## src/rtl/arbiter_weighted.sv

```systemverilog
// ---------------------------------------------------------------------------
// arbiter_weighted
//
// Weighted round-robin arbiter with quantum counting, bus lock and an
// encoded grant. The owning port may keep the shared resource for up to its
// per-port weight in cycles (a weight of 0 counts as 1). Ownership passes
// back-to-back with no idle cycle between owners.
//
// Ports:
//   clk       clock, all state updates on the rising edge
//   rst       asynchronous, active-high reset
//   request   bit i high = port i requests the resource
//   weight    port i quantum in weight[i*WEIGHT_W +: WEIGHT_W]
//   lock      owner keeps the grant beyond its quantum while high
//   grant     registered one-hot grant, all zero when idle
//   grant_id  binary index of the granted port, 0 when idle
//   active    registered, high whenever grant is non-zero
//   last      high in the owner's final quantum cycle (active, cnt==1, ~lock)
//   fsm_state debug view of the FSM: 0 = IDLE, 1 = OWNED
//
// Handshake: a port raises request and keeps it high for as long as it wants
// the resource; it owns the resource in every cycle its grant bit is high.
// The arbiter samples request at each rising edge, so an owner that drops
// request keeps its grant for that one cycle and loses it at the next edge.
// ---------------------------------------------------------------------------
module arbiter_weighted #(
    parameter int NUM_PORTS = 6,
    parameter int WEIGHT_W  = 4,
    parameter int ID_W      = 3
) (
    input  logic                          clk,
    input  logic                          rst,
    input  logic [0:NUM_PORTS-1]          request,
    input  logic [NUM_PORTS*WEIGHT_W-1:0] weight,
    input  logic                          lock,
    output logic [0:NUM_PORTS-1]          grant,
    output logic [ID_W-1:0]               grant_id,
    output logic                          active,
    output logic                          last,
    output logic                          fsm_state
);

    typedef enum logic {
        IDLE  = 1'b0,
        OWNED = 1'b1
    } state_t;

    state_t                 state_q, state_d;
    logic [ID_W-1:0]        ptr_q, ptr_d;
    logic [WEIGHT_W-1:0]    cnt_q, cnt_d;
    logic [ID_W-1:0]        id_d;
    logic                   active_d;
    logic [0:NUM_PORTS-1]   grant_d;

    // Request and weight padded to the full grant_id range so that they can
    // be indexed directly by an ID_W-bit port number.
    logic [(2**ID_W)-1:0]   req_pad;
    logic [WEIGHT_W-1:0]    w_pad [0:(2**ID_W)-1];

    logic [ID_W-1:0]        release_ptr;
    logic [ID_W-1:0]        search_from;
    logic [ID_W:0]          sum_w;
    logic [ID_W-1:0]        cand;
    logic                   win_found;
    logic [ID_W-1:0]        win_id;
    logic [WEIGHT_W-1:0]    eff_w;
    logic                   owner_release;
    logic                   do_load;

    always_comb begin
        req_pad = '0;
        for (int i = 0; i < NUM_PORTS; i++) begin
            req_pad[i] = request[i];
        end
    end

    always_comb begin
        for (int i = 0; i < 2**ID_W; i++) begin
            w_pad[i] = '0;
        end
        for (int i = 0; i < NUM_PORTS; i++) begin
            w_pad[i] = weight[i*WEIGHT_W +: WEIGHT_W];
        end
    end

    // Port after the current owner, wrapping at NUM_PORTS (not at 2**ID_W).
    assign release_ptr = (grant_id == ID_W'(NUM_PORTS - 1)) ? '0 : grant_id + 1'b1;

    // When owned, the only search that matters is the one on release, which
    // starts just past the owner; when idle it starts at the saved pointer.
    assign search_from = (state_q == OWNED) ? release_ptr : ptr_q;

    // Rotating priority search: first requester at search_from, +1, ... mod N.
    always_comb begin
        win_found = 1'b0;
        win_id    = '0;
        sum_w     = '0;
        cand      = '0;
        for (int k = 0; k < NUM_PORTS; k++) begin
            sum_w = {1'b0, search_from} + (ID_W+1)'(k);
            if (sum_w >= (ID_W+1)'(NUM_PORTS)) begin
                sum_w = sum_w - (ID_W+1)'(NUM_PORTS);
            end
            cand = sum_w[ID_W-1:0];
            if (!win_found && req_pad[cand]) begin
                win_found = 1'b1;
                win_id    = cand;
            end
        end
    end

    // A zero weight still buys one cycle of ownership.
    assign eff_w = (w_pad[win_id] == '0) ? WEIGHT_W'(1) : w_pad[win_id];

    // Owner gives up the resource when it stops requesting, or when its
    // quantum is spent and lock is not holding it.
    assign owner_release = !req_pad[grant_id] || ((cnt_q == WEIGHT_W'(1)) && !lock);

    always_comb begin
        state_d  = state_q;
        ptr_d    = ptr_q;
        cnt_d    = cnt_q;
        id_d     = grant_id;
        active_d = active;
        do_load  = 1'b0;

        case (state_q)
            IDLE: begin
                if (win_found) begin
                    do_load = 1'b1;
                end
            end
            OWNED: begin
                if (owner_release) begin
                    ptr_d = release_ptr;
                    if (win_found) begin
                        do_load = 1'b1;
                    end else begin
                        state_d  = IDLE;
                        id_d     = '0;
                        active_d = 1'b0;
                        cnt_d    = '0;
                    end
                end else if (cnt_q > WEIGHT_W'(1)) begin
                    cnt_d = cnt_q - WEIGHT_W'(1);
                end
            end
            default: begin
                state_d  = IDLE;
                id_d     = '0;
                active_d = 1'b0;
                cnt_d    = '0;
            end
        endcase

        if (do_load) begin
            state_d  = OWNED;
            id_d     = win_id;
            active_d = 1'b1;
            cnt_d    = eff_w;
        end
    end

    always_comb begin
        grant_d = '0;
        for (int i = 0; i < NUM_PORTS; i++) begin
            grant_d[i] = active_d && (id_d == ID_W'(i));
        end
    end

    always_ff @(posedge clk or posedge rst) begin
        if (rst) begin
            state_q  <= IDLE;
            ptr_q    <= '0;
            cnt_q    <= '0;
            grant    <= '0;
            grant_id <= '0;
            active   <= 1'b0;
        end else begin
            state_q  <= state_d;
            ptr_q    <= ptr_d;
            cnt_q    <= cnt_d;
            grant    <= grant_d;
            grant_id <= id_d;
            active   <= active_d;
        end
    end

    assign last      = active && (cnt_q == WEIGHT_W'(1)) && !lock;
    assign fsm_state = (state_q == OWNED);

endmodule

```

## config.mk

```make
export PLATFORM = sky130hd
export DESIGN_NAME = arbiter_weighted
export DESIGN_NICKNAME = d
export VERILOG_FILES = /design/src/rtl/arbiter_weighted.sv
export SDC_FILE = /design/constraint.sdc
export NUM_CORES = 1
export LEC_CHECK = 0
export BUFFER_PORTS_ARGS = -buffer_cell sky130_fd_sc_hd__buf_4
export CORE_MARGIN = 3
export CORE_UTILIZATION = 50
export DETAILED_ROUTE_END_ITERATION = 16
export PLACE_DENSITY = 0.76
export SYNTH_ARGS = -nofsm -noshare
export SYNTH_HDL_FRONTEND = slang
export SYNTH_SLANG_ARGS = --single-unit
```

## constraint.sdc

```tcl
create_clock -name clk -period 3.9 [get_ports clk]
set_input_delay 0.975 -clock clk [delete_from_list [all_inputs] [get_ports clk]]
set_output_delay 0.975 -clock clk [all_outputs]
set_load 0.03 [all_outputs]
```

==> flow_metrics.tcl <==
set metrics [dict create \
    holdPathStages 1 \
    yosysWarnings 0 \
    numCtsBuffers 3 \
    grt_max_degree 19 \
    antenna_cells 0 \
    syn_avg_cell_area_um2 8.060 \
    syn_area_um2 2281 \
    critPathKind "register to register" \
    antenna_left 0 \
    regArea_um2 454.2 \
    r2r_end "cnt_q[0]" \
    fin_nets 398 \
    placed_cell_area_um2 2880 \
    yosysUniqueCellTypes 63 \
    period_needed_ps 3863 \
    rsz0062_at_grt "yes" \
    whs_ps 510.3 \
    required_ps 4110 \
    cts_hold_buf 0 \
    ios 45 \
    rrSetupSlack_ps 40 \
    wl_met2_um 3061 \
    max_stage_delay_ps 410 \
    die_h_um 73.54 \
    critical_path.cell_chain "or3b_4, a31oi_4, inv_4, ha_4, a31oi_1, a211oi_1, mux2i_1, o211ai_1, o21ai_2, a2111oi_4, a211oi_2, buf_12, mux2_2, a31oi_2, a32o_1" \
    routed_wl_um 6852 \
    min_to "ptr_q[2]" \
    synth_area_leaders "dfrtp_1 (20%), mux2i_1 (8.8%), ha_1 (6.0%)" \
    min-delay-start "ptr_q[2]" \
    yosys.area_share.simple 0.2436 \
    cts.clk_slew.worst_paths_ps 80 \
    muxShareOfSynthArea 0.1355 \
    die_area_um2 5408 \
    clock_latency_ps 260 \
    synthAdderAreaFrac 0.06034 \
    drive_above_1_share 0.3598 \
    fin_setup_tns_ps 0 \
    multi_input_area_um2 1821 \
    post-dp-hpwl_um 5297 \
    finalHoldViolCount 0 \
    worstPathMaxFanout 12 \
    maxSlewHeadroom 0.5401 \
    cts_buffer_depth 2 \
    synth_area_leader_cell "dfrtp_1" \
    antenna_found_initial 0 \
    drt-wirelength-per-cell_um 17.00 \
    worstRegToRegCells 15 \
    slowest_stage "dfrtp_2" \
    overflow 0 \
    globalRouteTotalUtil 0.2574 \
    die-width_um 73.54 \
    synth-main-ff-cell "dfrtp_1" \
    cts.sinks 18 \
    dr_wl_met3_um 647 \
    final.setup_skew_ps 7.542 \
    place_congestion 0.9296 \
    fill_cells 338 \
    placeableCoreArea_um2 4202 \
    cts_htree_levels 1 \
    final_util 0.7305 \
    synth-async-reset-ratio 1.000 \
    worstReg2RegStart "grant_id[2]" \
    grt_pass1_vias 2326 \
    root_buffer "clkbuf_8" \
    fmax_ghz 0.2589 \
    cts_tree "done" \
    port_buffers 44 \
    setup_viol 0 \
    arrival_ps 4070 \
    synth_nets 327 \
    highest_layer "met4" \
    dr.first_iter.drc_count 217 \
    drv_slew 0 \
    worst_slew_pin_slew_ps 689.0 \
    rows 23 \
    vias 2536 \
    start_kind "register" \
    synth_top_family_by_area "compound AO/OA/AOI/OAI gates" \
    netlist.area_leader.share 0.1975 \
    synth-seq-cells 18 \
    seq_area_frac_synth 0.1975 \
    status "finished, final reports clean" \
    start_util 0.5429 \
    drt-met1-wl_um 3097 \
    fin_area_um2 3069 \
    grt_pass1_wl_um 11090 \
    synth_cells 283 \
    area_growth_syn_to_layout_pct 34.56 \
    min_path_type "register to register" \
    synth_edf_count 0 \
    drv_cap 0 \
    worstSetupEndpointType "register" \
    synth_compound_area_frac 0.2660 \
    drt-pass1-iter-count 6 \
    drc_errors 0 \
    synth-xor-area-share 0.03182 \
    viasPerCell 6.293 \
    fin_crit_sh 0.9905 \
]
## state kept, by name (all words and copies together) (netlist names)
name,cells
grant,6
ptr_q,3
grant_id,3
fsm_state,1
active,1
cnt_q,4
## critical path, delay by kind of cell (launching register included)
kind,cells,cell delay [ps]
buffers and inverters,2,280
DFF,1,410
muxes,2,620
adders and majority gates,1,190
AOI/OAI and AO/OA,9,1910
and+or+nand+nor,1,390
## how the worst max path moves through the flow
stage,startpoint,end,slack [ps],cells past startpoint
detailed placement,grant_id[1],cnt_q[0],3,16
finish,grant_id[2],cnt_q[0],40,15
global placement,grant_id[2],cnt_q[0],50,16
global route,grant_id[2],cnt_q[0],-120,16
CTS,grant_id[2],cnt_q[0],20,17
floorplan,grant_id[0],cnt_q[0],-150,17
## synth_stat cells, drive strengths merged, types with 3 or more instances
master	n
ha	11
a21oi	11
nand3	17
mux2	5
o21ai	29
dfrtp	18
and3	6
buf	8
nand2b	6
mux2i	20
a31oi	11
a31o	3
inv	13
a211oi	6
nor2	25
nand2	29
clkbuf	6
and2	5
xnor2	4
o22ai	3
## stage by stage
stage	setup slack [ps]	cells
floorplan	-145.6	283
global placement	45.26	392
detailed placement	2.594	392
CTS	21.09	399
global route	-120.8	403
finish	36.89	403
## cells by family after synthesis
kind of cell | after synthesis
adders and majority gates | 11
buffers and inverters | 28
DFF | 18
and+or+nand+nor | 108
xor gates and xnor gates | 4
muxes | 27
AOI/OAI and AO/OA | 87
## layout by cell type (no fill, tap or decap), types with 6 or more instances in the layout
cell type,count
a21oi_1,11
a31oi_1,9
buf_4,77
dfrtp_1,15
ha_1,7
inv_1,11
mux2i_1,18
nand2_1,26
nand2b_1,6
nand3_1,16
nor2_1,25
o21ai_0,19
o21ai_1,6
## area by class of cell
type                    instances  share of cell area
repair buffers                 80              0.2022
inverters                      14             0.01834
flip-flops and latches         18              0.1480
clock buffers                   4             0.01794
well taps                      50             0.02038
multi-input cells             237              0.5932
## timing repair
item / 4_1_cts / 5_1_grt
gates resized for setup: 13 / 9
pin swaps: 3 / 4
cloned: 0 / 0
endpoints found under the setup margin: 1 / 11
buffers inserted: 3 / 4
## layer usage
metal  up-vias  GRT usage
met1      1198     0.3764
li1       1204          -
met3         7    0.06430
met2       127     0.3868
met4         0    0.04225
met5         -          0
Power is not shown: default switching activity piles up to over one toggle a cycle in this logic, so the estimate is an artifact.
